--- src/rtl/mod_mul_barrett_pkg.sv ---
// Shared constants and mode encoding for the dual-mode Barrett twiddle multiplier
// and the modular adder stage that consumes its output word.
package mod_mul_barrett_pkg;

    localparam int unsigned KQ   = 3329;
    localparam int unsigned DQ   = 8380417;
    localparam int unsigned K_MU = 5039;      // floor(2^24 / KQ)
    localparam int unsigned D_MU = 8396807;   // floor(2^46 / DQ)
    localparam int unsigned LAT  = 4;

    localparam int K_W     = 12;
    localparam int D_W     = 24;
    localparam int K_RW    = 14;
    localparam int D_RW    = 25;
    localparam int K_XW    = 24;
    localparam int D_XW    = 48;
    localparam int K_MU_W  = 13;
    localparam int D_MU_W  = 24;
    localparam int K_SHIFT = 24;
    localparam int D_SHIFT = 46;

    typedef enum logic {
        MODE_K = 1'b0,
        MODE_D = 1'b1
    } mode_e;

endpackage

--- src/rtl/mod_mul_barrett_if.sv ---
// Operand/result bundle between the butterfly sequencer and the Barrett multiplier.
interface mod_mul_barrett_if;
    import mod_mul_barrett_pkg::*;

    // No ready: an op is taken when in_valid=1 and stall=0; stall freezes every
    // stage, so out_valid/out_mode/result stay put for the whole stall.
    logic           stall;
    logic           in_valid;
    logic           mode;
    logic [D_W-1:0] a;
    logic [D_W-1:0] b;
    logic           out_valid;
    logic           out_mode;
    logic [D_W-1:0] result;

    modport master (
        output stall, in_valid, mode, a, b,
        input  out_valid, out_mode, result
    );

    modport slave (
        input  stall, in_valid, mode, a, b,
        output out_valid, out_mode, result
    );

endinterface

--- src/rtl/mod_mul_barrett_lane.sv ---
// One Barrett lane: multiply, quotient estimate, remainder, final correction.
// Each stage loads only when its enable is high, so idle lanes keep their last value.
module mod_mul_barrett_lane #(
    parameter int          W     = 12,
    parameter int          RW    = 14,
    parameter int          SHIFT = 24,
    parameter int          MUW   = 13,
    parameter int unsigned Q     = 3329,
    parameter int unsigned MU    = 5039
) (
    input  logic         clk,
    input  logic         rst,
    input  logic [3:0]   en,
    input  logic [W-1:0] a,
    input  logic [W-1:0] b,
    output logic [W-1:0] res
);
    localparam int XW  = 2 * W;
    localparam int PW  = XW + MUW;
    localparam int QHW = PW - SHIFT;
    localparam int QQW = QHW + W;

    localparam logic [MUW-1:0] MU_V = MUW'(MU);
    localparam logic [W-1:0]   Q_V  = W'(Q);
    localparam logic [RW-1:0]  Q1   = RW'(Q);
    localparam logic [RW-1:0]  Q2   = RW'(2 * Q);

    logic [XW-1:0]  x_s1;
    logic [RW-1:0]  x_s2;
    logic [QHW-1:0] qh_s2;
    logic [RW-1:0]  r_s3;
    logic [QHW-1:0] qh_next;
    logic [RW-1:0]  r_next;
    logic [RW-1:0]  r_fix;

    // The true remainder is below 3q < 2^RW, so computing it modulo 2^RW is exact.
    always_comb begin
        qh_next = QHW'((PW'(x_s1) * PW'(MU_V)) >> SHIFT);
        r_next  = x_s2 - RW'(QQW'(qh_s2) * QQW'(Q_V));
        r_fix   = r_s3;
        if (r_s3 >= Q2) begin
            r_fix = r_s3 - Q2;
        end else if (r_s3 >= Q1) begin
            r_fix = r_s3 - Q1;
        end
    end

    always_ff @(posedge clk) begin
        if (rst) begin
            x_s1  <= '0;
            x_s2  <= '0;
            qh_s2 <= '0;
            r_s3  <= '0;
            res   <= '0;
        end else begin
            if (en[0]) begin
                x_s1 <= XW'(a) * XW'(b);
            end
            if (en[1]) begin
                x_s2  <= x_s1[RW-1:0];
                qh_s2 <= qh_next;
            end
            if (en[2]) begin
                r_s3 <= r_next;
            end
            if (en[3]) begin
                res <= r_fix[W-1:0];
            end
        end
    end

endmodule

--- src/rtl/mod_mul_barrett.sv ---
// Dual-mode pipelined modular multiplier: two 12-bit Kyber lanes or one 24-bit
// Dilithium lane, fixed four-cycle latency, global stall.
module mod_mul_barrett
    import mod_mul_barrett_pkg::*;
(
    input logic              clk,
    input logic              rst,
    mod_mul_barrett_if.slave bus
);
    logic [LAT-1:0] vld_q;
    logic [LAT-2:0] md_q;
    logic           out_mode_q;
    logic           act;
    logic [3:0]     en_k;
    logic [3:0]     en_d;
    logic [K_W-1:0] res_kh;
    logic [K_W-1:0] res_kl;
    logic [D_W-1:0] res_d;

    // A lane stage loads only for ops of its own mode, so the lane feeding the
    // output mux never changes under a bubble and result holds its last value.
    always_comb begin
        act  = !bus.stall;
        en_d = {vld_q[2] &  md_q[2],
                vld_q[1] &  md_q[1],
                vld_q[0] &  md_q[0],
                bus.in_valid & (bus.mode == MODE_D)} & {4{act}};
        en_k = {vld_q[2] & ~md_q[2],
                vld_q[1] & ~md_q[1],
                vld_q[0] & ~md_q[0],
                bus.in_valid & (bus.mode == MODE_K)} & {4{act}};
    end

    always_ff @(posedge clk) begin
        if (rst) begin
            vld_q      <= '0;
            md_q       <= '0;
            out_mode_q <= MODE_K;
        end else if (act) begin
            vld_q <= {vld_q[LAT-2:0], bus.in_valid};
            md_q  <= {md_q[LAT-3:0], bus.mode};
            if (vld_q[LAT-2]) begin
                out_mode_q <= md_q[LAT-2];
            end
        end
    end

    mod_mul_barrett_lane #(
        .W(K_W), .RW(K_RW), .SHIFT(K_SHIFT), .MUW(K_MU_W), .Q(KQ), .MU(K_MU)
    ) u_lane_kh (
        .clk(clk), .rst(rst), .en(en_k),
        .a(bus.a[23:12]), .b(bus.b[23:12]), .res(res_kh)
    );

    mod_mul_barrett_lane #(
        .W(K_W), .RW(K_RW), .SHIFT(K_SHIFT), .MUW(K_MU_W), .Q(KQ), .MU(K_MU)
    ) u_lane_kl (
        .clk(clk), .rst(rst), .en(en_k),
        .a(bus.a[11:0]), .b(bus.b[11:0]), .res(res_kl)
    );

    mod_mul_barrett_lane #(
        .W(D_W), .RW(D_RW), .SHIFT(D_SHIFT), .MUW(D_MU_W), .Q(DQ), .MU(D_MU)
    ) u_lane_d (
        .clk(clk), .rst(rst), .en(en_d),
        .a(bus.a), .b(bus.b), .res(res_d)
    );

    assign bus.out_valid = vld_q[LAT-1];
    assign bus.out_mode  = out_mode_q;
    assign bus.result    = (out_mode_q == MODE_D) ? res_d : {res_kh, res_kl};

endmodule

--- src/flat_wrapper.sv ---
// flat-port wrapper written by rule: the top's interface ports become plain ports
module mod_mul_barrett_flat import mod_mul_barrett_pkg::*;
  (clk, rst, bus_stall, bus_in_valid, bus_mode, bus_a, bus_b, bus_out_valid, bus_out_mode, bus_result);
  mod_mul_barrett_if bus_i ();
  input logic clk;
  input logic rst;
  input wire logic [$bits(bus_i.stall)-1:0] bus_stall;
  input wire logic [$bits(bus_i.in_valid)-1:0] bus_in_valid;
  input wire logic [$bits(bus_i.mode)-1:0] bus_mode;
  input wire logic [$bits(bus_i.a)-1:0] bus_a;
  input wire logic [$bits(bus_i.b)-1:0] bus_b;
  output wire logic [$bits(bus_i.out_valid)-1:0] bus_out_valid;
  output wire logic [$bits(bus_i.out_mode)-1:0] bus_out_mode;
  output wire logic [$bits(bus_i.result)-1:0] bus_result;
  assign bus_i.stall = bus_stall;
  assign bus_i.in_valid = bus_in_valid;
  assign bus_i.mode = bus_mode;
  assign bus_i.a = bus_a;
  assign bus_i.b = bus_b;
  assign bus_out_valid = bus_i.out_valid;
  assign bus_out_mode = bus_i.out_mode;
  assign bus_result = bus_i.result;
  mod_mul_barrett u_core (.clk(clk), .rst(rst), .bus(bus_i));
endmodule
--- config.mk ---
export PLATFORM = sky130hd
export DESIGN_NAME = mod_mul_barrett_flat
export DESIGN_NICKNAME = d
export VERILOG_FILES = /design/src/rtl/mod_mul_barrett_pkg.sv /design/src/rtl/mod_mul_barrett_if.sv /design/src/rtl/mod_mul_barrett_lane.sv /design/src/rtl/mod_mul_barrett.sv /design/src/flat_wrapper.sv
export SDC_FILE = /design/constraint.sdc
export NUM_CORES = 2
export LEC_CHECK = 0
export ABC_AREA = 1
export CORE_UTILIZATION = 30
export CTS_CLUSTER_DIAMETER = 100
export DETAILED_ROUTE_END_ITERATION = 7
export PLACE_DENSITY = 0.56
export SETUP_SLACK_MARGIN = 0.1
export SYNTH_ARGS = -nofsm -noshare
export SYNTH_HDL_FRONTEND = slang
export SYNTH_SLANG_ARGS = --single-unit
--- constraint.sdc ---
create_clock -name clk -period 8.05 [get_ports clk]
set_input_delay 1.61 -clock clk [delete_from_list [all_inputs] [get_ports clk]]
set_output_delay 1.61 -clock clk [all_outputs]
set_load 0.01 [all_outputs]
# After elaboration in Yosys (flattened, before gate mapping)
# Index checks and enable logic that the tools add are counted.
# W data, S select, Z words.
totals:
  regBits: 310
  input_bits: 53
  elab_cells: 66
op_classes:
  add_sub_neg: 9
  multipliers: 9
  n_lt_le_gt_ge: 6
  n_mux: 7
  bitwise_logic: 15
  reduce_logical: 2
op_table:
  columns: ["cell", "n"]
  rows:
  - ["$mul A24 B13 Y37 const B", 2]
  - ["$mul A48 B24 Y72 const B", 1]
  - ["$mux W24", 3]
  - ["$mul A12 B12 Y24", 2]
  - ["$mul A24 B24 Y48", 1]
  - ["$mux W12", 4]
  - ["$sub A12 B12 Y12 const B", 4]
  - ["$ge A14 B12 Y1 const B", 2]
  - ["$ge A14 B13 Y1 const B", 2]
  - ["$mul A13 B12 Y14 const B", 2]
  - ["$sub A14 B14 Y14", 2]
  - ["$mul A26 B23 Y25 const B", 1]
  - ["$ge A25 B23 Y1 const B", 1]
  - ["$ge A25 B24 Y1 const B", 1]
  - ["$sub A25 B25 Y25", 1]
  - ["$sub A24 B23 Y24 const B", 1]
  - ["$sub A24 B24 Y24 const B", 1]
  - ["$and A1 B1 Y1", 8]
  - ["$and A4 B4 Y4", 2]
  - ["$not A1 Y1", 5]
  - ["$reduce_and A2 Y1", 1]
  - ["$logic_not A1 Y1", 1]

# Logic depth before layout (Yosys ltp)
logic_depth:
  ltp_word: 3
  depth_mapped: 30
  depth_no_buf: 29

# Modules after synthesis
# From an unflattened synthesis, not the netlist that was laid out.
hier_totals:
  hier_cells: 9951
  hier_area_um2: 73025.0
modules_own_cells:
  columns: ["module", "n_inst", "cells_per_inst", "area_per_inst_um2"]
  rows:
  - ["mod_mul_barrett_lane (u_core.u_lane_d)", 1, 5595, 40432.5]
  - ["mod_mul_barrett_lane (u_core.u_lane_kh)", 1, 2135, 16056.6]
  - ["mod_mul_barrett_lane (u_core.u_lane_kl)", 1, 2095, 15832.7]
  - ["mod_mul_barrett", 1, 126, 703.2]

# Worst setup path before layout
# Ideal clock, no wire load.
synth_path:
  path_type: "input to register"
  start: "input port bus_b[8]"
  end: "register u_core.u_lane_d.x_s1[47]"
  setup_ps: 115
  t_arrival_ps: 7175
  setup_slack_ps: 760
  path_stages: 27
  n_path_buf: 1
  cell_sequence: "clkbuf_1 nand2_1 inv_1 fa_1 inv_1 fa_1 fa_1 inv_1 fa_1 inv_1 fa_1 inv_1 fa_1 inv_1 fa_1 inv_1 ha_1 a21oi_1 o21ai_0 a21oi_1 nor2_1 o21ai_0 nand3_1 nand2_1 nand2_1 o21ai_0 inv_1"
synth_via:
  elab_chain_len: 1
synth_lines:
  columns: ["element", "line_no", "text"]
  rows:
  - ["from (decl)", "flat_wrapper.sv:11", "input wire logic [$bits(bus_i.b)-1:0] bus_b;"]
  - ["$mul A24 B24 Y48", "mod_mul_barrett_lane.sv:57", "x_s1 <= XW'(a) * XW'(b);"]
  - ["to (signal assigned)", "mod_mul_barrett_lane.sv:57", null]
  - ["to (decl)", "mod_mul_barrett_lane.sv:28", "logic [XW-1:0] x_s1;"]
# No other way between the ends.
# A chain may end at the register's enable or synchronous reset.

# Final worst setup path
layout_path:
  start: "input port bus_a[15]"
  end: "register u_core.u_lane_d.x_s1[37]"
layout_via:
  elab_chain_len: 1
layout_lines:
  columns: ["element", "line_no", "text"]
  rows:
  - ["from (decl)", "flat_wrapper.sv:10", "input wire logic [$bits(bus_i.a)-1:0] bus_a;"]
  - ["$mul A24 B24 Y48", "mod_mul_barrett_lane.sv:57", null]
# No other way between the ends.

==> results_dict.tcl <==
set metrics [dict create \
    status "complete, no violations" \
    ant_nets 0 \
    cts_num_sinks 309 \
    critPathMaxFanout 15 \
    cp.required_ns 8.55 \
    dieArea_sq_um 225000 \
    end_kind "register" \
    r2r_slack_ns 2.25 \
    numCtsBuffers 42 \
    dp_slack_ns -0.416 \
    syn2layout_area_growth_pct 13.8 \
    finalHoldViolations 0 \
    worst_pin_slew_ns 0.891 \
    hold_path_end "u_core.vld_q[2]" \
    synth_ff_type "dfxtp_1" \
    viasPerCell 4.63 \
    syn-num-nets 10900 \
    yosysUniqueCellTypes 55 \
    yosysWarnings 0 \
    setup_ws_ns 0.311 \
    hpwl_microns 184000 \
    grt_pass1_wl_microns 336000 \
    num_rows 173 \
    ys_seq_area_share_pct 9.22 \
    synth_edf_count 0 \
    synth_cells 8922 \
    cts_tree "done" \
    r2r-end "u_core.u_lane_d.r_s3[24]" \
    place_inst 12200 \
    grt_pass1_vias 59200 \
    drv_cap 0 \
    grt_max_degree 88 \
    place.gp.congestion 0.946 \
    whs_path_depth 2 \
    dpl_cell_area_sq_um 74800 \
    nets 11300 \
    coreArea_sq_um 222000 \
    path_clk_slew_ns 0.06 \
    postCtsHoldBufs 0 \
    cts_max_path_buffers 3 \
    wl_microns 212000 \
    reg2reg_from "u_core.u_lane_d.qh_s2[0]" \
    fin_hold_ws_ns 0.458 \
    post_cts_buffers 0 \
    worst_hold_startpoint "u_core.vld_q[2]" \
    drive_gt1_share_pct 6.50 \
    start_util_pct 30.2 \
    stdcell_count 12300 \
    timing.setup.critical_path_class "primary input to register" \
    finalClockSkew_ns 0.0421 \
    synth_area_sq_um 67100 \
    clk_latency_ns 0.65 \
    arrival_ns 8.24 \
    rsz0062_at_grt "true" \
    dr.first_iter.drc_count 3730 \
    globalRoute.totalOverflow 0 \
    io_pins 79 \
    max_freq_mhz 129 \
    slew_violations 0 \
    cts_root_buffer "clkbuf_16" \
    rr_worst_depth 21 \
    antenna_found_initial 3 \
    die_x_microns 475 \
    synth_seq_cells 309 \
    holdCritPathClass "register to register" \
    num_vias 56900 \
    num_antenna_cells 0 \
    syn_avg_cell_area_sq_um 7.52 \
    ys_async_sr_fraction_pct 0 \
    fp.dieH_microns 475 \
    htree_levels 2 \
    slew_headroom_pct 40.3 \
    stdcell_area_sq_um 76300 \
    grt_usage_pct 19.0 \
    setup_viol_count_final 0 \
    drcViolationCount 0 \
    dr.pass1.iters 8 \
    wl_per_cell_microns 17.3 \
    start_kind "primary input" \
    layout_worst_path_cycle_share_pct 96.1 \
    period_needed_ns 7.74 \
    io_buffers 78 \
]
==> per-stage QoR <==
stage | utilization [%] | setup TNS, ns
6_report | 34.3 | 0
5_1_grt | 34.3 | 0
4_1_cts | 34.3 | 0
3_5_place_dp | 33.7 | -5.41
3_3_place_gp | 33.7 | -4.82
2_1_floorplan | - | 0
==> worst max-delay path, stage by stage <==
cell	delay [ns]
clkdlybuf4s50_1	0.51
buf_12	0.19
buf_4	0.20
nand2_1	0.06
inv_1	0.07
fa_1	0.45
fa_1	0.48
fa_1	0.55
fa_1	0.56
inv_1	0.06
fa_1	0.53
inv_1	0.06
fa_1	0.65
ha_1	0.28
ha_1	0.37
inv_1	0.10
o21ai_0	0.20
a21oi_1	0.38
o21ai_0	0.24
a21oi_1	0.27
nand3_1	0.10
nand2_1	0.07
nand3_1	0.06
o211ai_1	0.11
inv_1	0.05
==> layout by cell type, fill, tap and decap left out, types with 6 or more instances in the layout <==
cell,n
nor3_1,63
inv_6,6
nor2_1,637
xor2_1,131
or2_2,12
nor2_4,9
a21boi_0,10
clkbuf_16,42
fa_1,1022
o211ai_1,51
o31ai_1,7
a21o_1,29
o21ai_0,445
ha_1,921
xnor2_1,48
o21ai_1,28
clkdlybuf4s50_1,77
nand2_1,1618
o21bai_1,45
a211oi_1,9
buf_4,392
a21oi_1,484
dfxtp_1,309
nand4_1,62
a31oi_1,24
inv_2,13
nor2_2,15
o21a_1,21
clkbuf_1,6
buf_12,59
nand3_1,282
clkbuf_8,9
nand3b_1,7
inv_1,2331
nor4_1,15
==> registers in the layout, indices dropped and copies added, names as in the netlist, 3 cells and up <==
register,cells
u_core.u_lane_d.x_s1,48
u_core.u_lane_kh.res,12
u_core.u_lane_kl.r_s3,14
u_core.u_lane_kl.x_s2,14
u_core.u_lane_kh.qh_s2,13
u_core.md_q,3
u_core.u_lane_d.r_s3,25
u_core.u_lane_d.res,24
u_core.u_lane_d.x_s2,25
u_core.u_lane_d.qh_s2,25
u_core.u_lane_kl.qh_s2,13
u_core.u_lane_kh.x_s2,14
u_core.vld_q,4
u_core.u_lane_kl.x_s1,24
u_core.u_lane_kh.r_s3,14
u_core.u_lane_kl.res,12
u_core.u_lane_kh.x_s1,24
==> worst max-delay path by stage <==
| stage | to | startpoint | slack (ns) | cells after the start |
|---|---|---|---|---|
| after floorplan | u_core.u_lane_d.x_s1[47] | bus_b[8] | 0.76 | 27 |
| after global placement | u_core.u_lane_d.x_s1[38] | bus_a[15] | -0.33 | 28 |
| after detailed placement | u_core.u_lane_d.x_s1[38] | bus_b[18] | -0.42 | 27 |
| after CTS | u_core.u_lane_d.x_s1[38] | bus_a[19] | 0.22 | 26 |
| after global routing | u_core.u_lane_d.x_s1[38] | bus_b[18] | 0.08 | 27 |
| final | u_core.u_lane_d.x_s1[37] | bus_a[15] | 0.31 | 25 |
==> layout make-up <==
cell class                      instances  area, sq um
Multi-Input combinational cell       6051        51300
Sequential cell                       309         6190
Fill cell                           23700       146000
Clock inverter                         20          233
Timing Repair Buffer                  528         4890
Tap cell                             2975         3720
Clock buffer                           57         1200
Inverter                             2348         8820
==> kinds of logic (layout without fill, tap and decap cells) <==
group | count (synthesis) | count (layout) | share of synthesized area [%]
AO/OA/AOI/OAI | 1182 | 1182 | 9.64
flip-flops | 309 | 309 | 9.22
AND/OR/NAND/NOR | 2745 | 2745 | 16.6
buffers and inverters | 2562 | 2953 | 14.4
XOR/XNOR | 179 | 179 | 2.34
adder cells (fa/ha/maj) | 1945 | 1945 | 47.7
==> cell usage after synthesis, types with 4 or more instances <==
| master | count | area (sq um) |
|---|---|---|
| o21ai_1 | 27 | 135 |
| nand4_1 | 62 | 388 |
| and2_1 | 4 | 25.0 |
| a211oi_1 | 9 | 67.6 |
| xnor2_1 | 48 | 420 |
| or2_2 | 12 | 75.1 |
| a31o_2 | 4 | 35.0 |
| o21bai_1 | 45 | 338 |
| xor2_1 | 131 | 1150 |
| a31oi_1 | 24 | 150 |
| nor2_4 | 6 | 67.6 |
| ha_1 | 923 | 11500 |
| o21a_1 | 21 | 158 |
| nand2_2 | 5 | 31.3 |
| buf_1 | 5 | 18.8 |
| buf_6 | 4 | 45.0 |
| nor2_1 | 644 | 2420 |
| o31ai_1 | 7 | 52.6 |
| fa_1 | 1022 | 20500 |
| clkbuf_1 | 187 | 702 |
| inv_1 | 2333 | 8760 |
| a21boi_0 | 12 | 90.1 |
| o21ai_0 | 446 | 2230 |
| nor2_2 | 11 | 68.8 |
| o22ai_1 | 5 | 31.3 |
| nand2_1 | 1618 | 6070 |
| inv_2 | 13 | 48.8 |
| nor4_1 | 18 | 113 |
| nand3_1 | 282 | 1410 |
| a21o_1 | 29 | 218 |
| a21oi_1 | 488 | 2440 |
| nor3_1 | 63 | 315 |
| o211ai_1 | 51 | 383 |
| dfxtp_1 | 309 | 6190 |
| nand3b_1 | 7 | 52.6 |
| buf_2 | 16 | 80.1 |
| nand3_2 | 4 | 40.0 |
==> layer usage <==
layer	GRT usage (%)	vias up	routed length, microns
met5	0	-	7
met4	4.94	2	6050
met3	1.54	285	7960
met2	32.8	1221	101000
met1	25.3	27500	96800
li1	-	27800	-
==> timing repair <==
action,CTS,global route
gates resized for setup,0,16
hold endpoints to repair,0,0
setup endpoints to repair,0,13
Power is not shown: default switching activity piles up to over one toggle a cycle in this logic, so the estimate is an artifact.
